### config.mk
export PLATFORM = sky130hd
export DESIGN_NAME = lvdc_uplink_sequencer
export DESIGN_NICKNAME = d
export VERILOG_FILES = /design/src/rtl/lvdc_uplink_sequencer.sv
export SDC_FILE = /design/constraint.sdc
export NUM_CORES = 1
export LEC_CHECK = 0
export CORE_MARGIN = 2
export CORE_UTILIZATION = 38
export CTS_CLUSTER_SIZE = 30
export DETAILED_ROUTE_END_ITERATION = 6
export PLACE_DENSITY = 0.67
export SLEW_MARGIN = 30
export SYNTH_ARGS = -nofsm -noshare
export SYNTH_HDL_FRONTEND = slang
export SYNTH_SLANG_ARGS = --single-unit
### constraint.sdc
create_clock -name clk -period 2.9 [get_ports clk]
set_input_delay 0.435 -clock clk [delete_from_list [all_inputs] [get_ports clk]]
set_output_delay 0.435 -clock clk [all_outputs]
set_load 0.005 [all_outputs]
### src/rtl/lvdc_uplink_sequencer.sv
// Ground-side LVDC data-input sequencer: round-robin arbitration of two word sources,
// MSB-first serialisation on DIN/DATAV, optional INTCV pulse and HALTV level control.
module lvdc_uplink_sequencer #(
  parameter int unsigned WORD_W  = 26,
  parameter int unsigned BIT_DIV = 4,
  parameter int unsigned INT_W   = 3,
  parameter int unsigned GAP_CYC = 2
) (
  input  logic              clk,
  input  logic              rst_n,
  input  logic              req0,
  input  logic              req1,
  input  logic [WORD_W-1:0] word0,
  input  logic [WORD_W-1:0] word1,
  input  logic              int0,
  input  logic              int1,
  output logic              ack0,
  output logic              ack1,
  output logic              err,
  input  logic              abort,
  input  logic              halt_req,
  output logic              datav,
  output logic              din,
  output logic              intcv,
  output logic              haltv,
  output logic              busy
);

  localparam int unsigned CntMax0 = (BIT_DIV > INT_W) ? BIT_DIV : INT_W;
  localparam int unsigned CntMax  = (CntMax0 > GAP_CYC) ? CntMax0 : GAP_CYC;
  localparam int unsigned CntW    = $clog2(CntMax);
  localparam int unsigned BitW    = $clog2(WORD_W);

  localparam logic [CntW-1:0] DivLast = CntW'(BIT_DIV - 1);
  localparam logic [CntW-1:0] IntLast = CntW'(INT_W - 1);
  localparam logic [CntW-1:0] GapLast = CntW'(GAP_CYC - 1);
  localparam logic [BitW-1:0] BitTop  = BitW'(WORD_W - 1);

  typedef enum logic [1:0] {StIdle, StShift, StIntr, StGap} state_e;

  state_e            state_q, state_d;
  logic [CntW-1:0]   cnt_q, cnt_d;
  logic [BitW-1:0]   bit_q, bit_d;
  logic [WORD_W-1:0] shreg_q, shreg_d;
  logic              intf_q, intf_d;
  logic              gnt_q, gnt_d;
  logic              prio_q, prio_d;
  logic              done, aborted;

  logic datav_q, datav_d;
  logic din_q, din_d;
  logic intcv_q, intcv_d;
  logic haltv_q, haltv_d;
  logic busy_q, busy_d;
  logic ack0_q, ack0_d;
  logic ack1_q, ack1_d;
  logic err_q, err_d;

  always_ff @(posedge clk or negedge rst_n) begin
    if (!rst_n) begin
      state_q <= StIdle;
      cnt_q   <= '0;
      bit_q   <= '0;
      shreg_q <= '0;
      intf_q  <= 1'b0;
      gnt_q   <= 1'b0;
      prio_q  <= 1'b0;
      datav_q <= 1'b0;
      din_q   <= 1'b0;
      intcv_q <= 1'b0;
      haltv_q <= 1'b0;
      busy_q  <= 1'b0;
      ack0_q  <= 1'b0;
      ack1_q  <= 1'b0;
      err_q   <= 1'b0;
    end else begin
      state_q <= state_d;
      cnt_q   <= cnt_d;
      bit_q   <= bit_d;
      shreg_q <= shreg_d;
      intf_q  <= intf_d;
      gnt_q   <= gnt_d;
      prio_q  <= prio_d;
      datav_q <= datav_d;
      din_q   <= din_d;
      intcv_q <= intcv_d;
      haltv_q <= haltv_d;
      busy_q  <= busy_d;
      ack0_q  <= ack0_d;
      ack1_q  <= ack1_d;
      err_q   <= err_d;
    end
  end

  always_comb begin
    state_d = state_q;
    cnt_d   = cnt_q;
    bit_d   = bit_q;
    shreg_d = shreg_q;
    intf_d  = intf_q;
    gnt_d   = gnt_q;
    prio_d  = prio_q;
    done    = 1'b0;
    aborted = 1'b0;
    unique case (state_q)
      StIdle: begin
        if (!haltv_q && (req0 || req1)) begin
          // prio_q names the port that did not win last time
          gnt_d   = (req0 && req1) ? prio_q : req1;
          prio_d  = ~gnt_d;
          shreg_d = gnt_d ? word1 : word0;
          intf_d  = gnt_d ? int1 : int0;
          bit_d   = BitTop;
          cnt_d   = DivLast;
          state_d = StShift;
        end
      end
      StShift: begin
        if (abort) begin
          done    = 1'b1;
          aborted = 1'b1;
          cnt_d   = GapLast;
          state_d = StGap;
        end else if (cnt_q != '0) begin
          cnt_d = cnt_q - 1'b1;
        end else if (bit_q != '0) begin
          bit_d   = bit_q - 1'b1;
          cnt_d   = DivLast;
          shreg_d = {shreg_q[WORD_W-2:0], 1'b0};
        end else begin
          done = 1'b1;
          if (intf_q) begin
            cnt_d   = IntLast;
            state_d = StIntr;
          end else begin
            cnt_d   = GapLast;
            state_d = StGap;
          end
        end
      end
      StIntr: begin
        if (cnt_q != '0) begin
          cnt_d = cnt_q - 1'b1;
        end else begin
          cnt_d   = GapLast;
          state_d = StGap;
        end
      end
      StGap: begin
        if (cnt_q != '0) cnt_d = cnt_q - 1'b1;
        else             state_d = StIdle;
      end
      default: state_d = StIdle;
    endcase
  end

  // Outputs are computed from the next state and registered, so nothing on the pins is
  // combinationally derived from inputs.
  always_comb begin
    datav_d = (state_d == StShift);
    din_d   = datav_d & shreg_d[WORD_W-1];
    intcv_d = (state_d == StIntr);
    busy_d  = (state_d != StIdle);
    ack0_d  = done & ~gnt_q;
    ack1_d  = done & gnt_q;
    err_d   = aborted;
    haltv_d = (state_d == StIdle) ? halt_req : haltv_q;
  end

  assign datav = datav_q;
  assign din   = din_q;
  assign intcv = intcv_q;
  assign haltv = haltv_q;
  assign busy  = busy_q;
  assign ack0  = ack0_q;
  assign ack1  = ack1_q;
  assign err   = err_q;

endmodule

==> metrics.cfg, run 1 <==
[run_status]
status=finished clean

[power]
ir_drop_mv=0.379
p_per_area_nw_per_um2=802
finalPower_uw=2460
leakagePower_uw=0.00132

[clocking]
cts.sinks=46
clk_pin_slew_worst_paths_ns=0.08
cts_made_buffers=5
post_cts_buffers=0
clk_path_buf_depth=2
clkLatencyLatePin_ns=0.30
ctsHoldBuffers=0
cts_tree=done
cts_root_buf=clkbuf_8
htree_levels=2
cts_resized=0

[grt]
grt_usage=0.184
grt_pass1_wl_um=9160
antenna_found_initial=0
overflow=0
grt_max_degree=47
grt_pass1_vias=1893

[sta]
clock.fmax_mhz=463
finalSetupTns_ns=0
rsz0062_at_grt=no
worst_slew_pin_slew_ns=0.673
finalHoldViolCount=0
setup_viol=0
final_max_slew_viol_count=0
fin_worst_skew_ns=0.00382
fin_crit_sh=0.746
slew_headroom=0.551
setup_ws_ns=0.738
fin_crit_ns=2.16

[synth]
synth_edf_count=0
synth_most_common_cell=dfrtp_1
synthFlopType=dfrtp_1
yosysTopAreaCell=dfrtp_1
synth_async_sr_flop_share=1.00
synth_common_cells=dfrtp_1, inv_1, a222oi_1
syn_inst=217
avgSynthCellArea_um2=10.2
synth_cell_type_count=39
synth-seq-area-share=0.521
ys_seq_elements=46
syn_nets=281
yosysWarningCount=0
yosys-top-cells-area=dfrtp_1, a222oi_1, inv_1
synth_area_um2=2210
synth_top_area_frac=0.521

[floorplan]
start_util=0.396
die_h_um=80.3
dieArea_um2=6440
row_count=27
io_pins=68
die_w_um=80.3
core_area_um2=5570

[worst_setup_path]
arrival_ns=2.33
criticalPathCategory=reg -> reg
critical_path_peak_fanout=10
start_kind=register
endpoint_kind=register
cp_data_required_time_ns=3.07

[drt]
vias=1948
ant_nets=0
viasPerCell=5.46
dr.pass1.iters=5
wl_per_cell_um=15.6
drt_wl_total_um=5570
drtIter0Drc=197
drt_drc_violations_left=0

[place]
portBuffers=67
dpl.hpwl_um=3890
pre_cts_slack_ns=0.563
place.gp.congestion=0.803

[final_layout]
area_delta_synth_final_pct=38.8
drive_gt1_frac=0.0807
layout.nets=349
diodes=0

[hold_path]
worst_hold_path_type=in -> async

[job]
drv_cap=0

power breakdown:
part	internal (uW)	switching [uW]	leakage [uW]
logic	444	406	0.000695
clock network	276	209	0.0000573
registers	916	209	0.000566
total	1640	824	0.00132
metal layers:
| layer | track usage | vias to the layer above | share of wire |
|---|---|---|---|
| met1 | 0.254 | 935 | 0.47 |
| met2 | 0.283 | 71 | 0.46 |
| met5 | 0 | - | 0 |
| met3 | 0.0438 | 6 | 0.060 |
| li1 | - | 936 | - |
| met4 | 0.0644 | 0 | 0.012 |
area by class of cell:
type                       instances  area, um2
clock buffer                       6       82.6
clock inverter                     1       30.0
fill                             491       2510
inverter                          33        124
multi-input combinational        124        862
sequential                        46       1150
tap                               72       90.1
timing repair buffer              75        728
worst paths after layout:
check / startpoint / to / slack [ns] / cells past startpoint
min in group clk: gnt_q / ack0 / 0.49 / 1
hold / removal: rst_n / shreg_q[15] / 0.13 / 1
setup reg to reg: bit_q[0] / shreg_q[4] / 0.74 / 7
max in group asynchronous: rst_n / ack1 / 2.38 / 1
setup / recovery: bit_q[0] / shreg_q[4] / 0.74 / 7
hold reg to reg: gnt_q / ack0 / 0.49 / 1
flip-flops by register name (all words and copies together) (netlist names):
register,flops
shreg_q,26
bit_q,5
cnt_q,2
state_q,2
ack0,1
ack1,1
busy,1
datav,1
din,1
err,1
gnt_q,1
haltv,1
intcv,1
intf_q,1
prio_q,1
metrics by stage:
step | instances | area, um2 | hold WS [ns] | utilization
2_1_floorplan | 217 | 2210 | 0.139 | -
3_3_place_gp | 350 | 2950 | 0.468 | 0.530
3_5_place_dp | 350 | 2960 | 0.475 | 0.530
4_1_cts | 357 | 3070 | 0.149 | 0.550
5_1_grt | 357 | 3070 | 0.168 | 0.550
6_report | 357 | 3070 | 0.127 | 0.550
placed cells by master, fill, tap and decap left out, types with 2 or more instances in the layout:
master	count
dfrtp_1	46
nor3_1	2
nand2_1	11
nand3b_1	2
a21oi_1	5
nor3b_1	2
buf_4	9
nor2b_1	2
a222oi_1	26
a22oi_1	2
clkbuf_8	6
o21ai_1	18
nand4_1	2
nor4_1	2
o21ai_0	13
inv_1	33
nand2b_1	2
ha_1	4
and3_1	2
clkdlybuf4s50_1	66
nor2_1	10
critical path, stage by stage (launching register included):
cell and delay (ns):
dfrtp_1 0.41, inv_1 0.10, ha_1 0.16, nor4b_4 0.46
nor2_2 0.21, buf_4 0.22, a222oi_1 0.34, o21ai_1 0.14
logic make-up (layout without fill, tap and decap cells):
group | count (synthesis) | in the layout | synth area share
compound gates | 73 | 73 | 0.238
buf+inv | 47 | 115 | 0.0917
flops | 46 | 46 | 0.521
simple gates | 45 | 45 | 0.117
fa+ha+maj | 4 | 4 | 0.0227
mux | 2 | 2 | 0.00963
No activity file was read; power rests on OpenSTA's default activity.
==> inputs of run 2 (changes only) <==
Clock period 2.9 ns to 2 ns, I/O delays scaled along.
==> run 2 against run 1 <==
The flow now finishes with violations (design-rule violations). Die area stayed put. Final cell count is 3.6% higher. Utilization is 1.8 points higher. Clock skew is 0.0054 ns higher. Critical path type unchanged.
==> metrics.cfg, run 2 (synthesis gave the netlist of run 1 again) <==
[run_status]
status=complete, but fails checks
failed_checks=design-rule violations

[floorplan]
die_h_um=80.3
start_util=0.396
row_count=27
io_pins=68
core_area_um2=5570
die_w_um=80.3
dieArea_um2=6440

[place]
pre_cts_slack_ns=0.0482
dpl.hpwl_um=4100
portBuffers=67
place_area_um2=3060
place.gp.congestion=0.820

[clocking]
cts_root_buf=clkbuf_8
clk_pin_slew_worst_paths_ns=0.09
cts_tree=done
clk_path_buf_depth=2
post_cts_buffers=0
htree_levels=2
cts.sinks=46
cts_made_buffers=5
clkLatencyLatePin_ns=0.30

[final_layout]
final_common_cell=clkdlybuf4s50_1
layout_common_cells=clkdlybuf4s50_1, dfrtp_1, inv_1
layout.nets=361
final_util=0.568
reg_top3=shreg_q: 26 flops, bit_q: 5 flops
diodes=0
drive_gt1_frac=0.117
largest_reg_flops=26
design_area_um2=3170
regMostFlops=shreg_q
layout.filler_cells=505
area_delta_synth_final_pct=43.3

[sta]
whs_ns=0.461
final_max_slew_viol_count=0
fin_worst_skew_ns=0.00917
fin_crit_sh=0.895
finalSetupTns_ns=0
clock.fmax_mhz=559
rsz0062_at_grt=no
finalHoldViolCount=0
setup_viol=0
worst_slew_pin_slew_ns=0.568
fin_crit_ns=1.79
slew_headroom=0.621
setup_ws_ns=0.210

[power]
pwr-share-comb=0.370
p_sw_frac=0.341
leakagePower_uw=0.00137
ir_drop_mv=0.667
p_per_area_nw_per_um2=1100
clock_power_share=0.167
p_int_uw=2300
seq_power_share=0.463
switchingPower_uw=1190

[worst_setup_path]
arrival_ns=1.97
criticalPathCategory=reg -> reg
critical_path_peak_fanout=19
start_kind=register
cp_data_required_time_ns=2.18
endpoint_kind=register

[job]
drv_cap=0

[drt]
viasPerCell=5.32
ant_nets=0
wl_per_cell_um=14.8
dr.pass1.iters=7
drt_wl_total_um=5470
drtIter0Drc=287
vias=1969
drt_drc_violations_left=9

[grt]
grt_pass1_wl_um=9330
grt_pass1_vias=1997
grt_usage=0.188
grt_max_degree=25
antenna_found_initial=0
overflow=0

[hold_path]
worst_hold_path_type=reg -> reg

## run 2: metal layers
layer,global-route usage,up-vias,part of all wire
li1,-,963,-
met1,0.258,920,0.46
met2,0.286,76,0.46
met3,0.0393,10,0.059
met4,0.0797,0,0.018
met5,0,-,0
## run 2: critical path, cell delays in order, from the launching register on
cell      delay (ns)
dfrtp_1         0.40
inv_1           0.10
ha_1            0.15
nor4b_4         0.25
nor2_2          0.13
buf_12          0.17
a222oi_1        0.35
o21ai_1         0.11
## run 2: timing repair
action                    in CTS  in global routing
resized for setup              0                  0
hold endpoints to repair       8                  0
hold buffers                   1                  0
## run 2: cell type report
| cell class | count | area [um2] | share of cell area |
|---|---|---|---|
| tap | 72 | 90.1 | 0.0285 |
| multi-input combinational | 124 | 862 | 0.272 |
| clock buffer | 6 | 82.6 | 0.0261 |
| timing repair buffer | 87 | 843 | 0.266 |
| clock inverter | 2 | 12.5 | 0.00395 |
| inverter | 33 | 124 | 0.0391 |
| sequential | 46 | 1150 | 0.364 |
## run 2: through the flow
stage,std cells,power [uW]
global route,370,3820
CTS,370,3530
global placement,361,2890
floorplan,217,2380
detailed placement,361,2930
finish,370,3490
## run 2: worst paths after layout
check	from	end	slack (ns)	cells after the start
setup reg to reg	bit_q[1]	shreg_q[11]	0.21	7
min in group asynchronous	rst_n	shreg_q[14]	0.52	2
max in group asynchronous	rst_n	state_q[0]	0.96	3
hold / removal	gnt_q	ack0	0.46	1
hold reg to reg	gnt_q	ack0	0.46	1
setup / recovery	bit_q[1]	shreg_q[11]	0.21	7
## run 2: power groups by stage
stage | combinational (uW) | clock (uW) | sequential [uW]
4_1_cts | 1310 | 610 | 1610
3_5_place_dp | 1310 | 0 | 1620
6_report | 1290 | 583 | 1620
3_3_place_gp | 1260 | 0 | 1620
2_1_floorplan | 843 | 0 | 1530
5_1_grt | 1480 | 645 | 1680
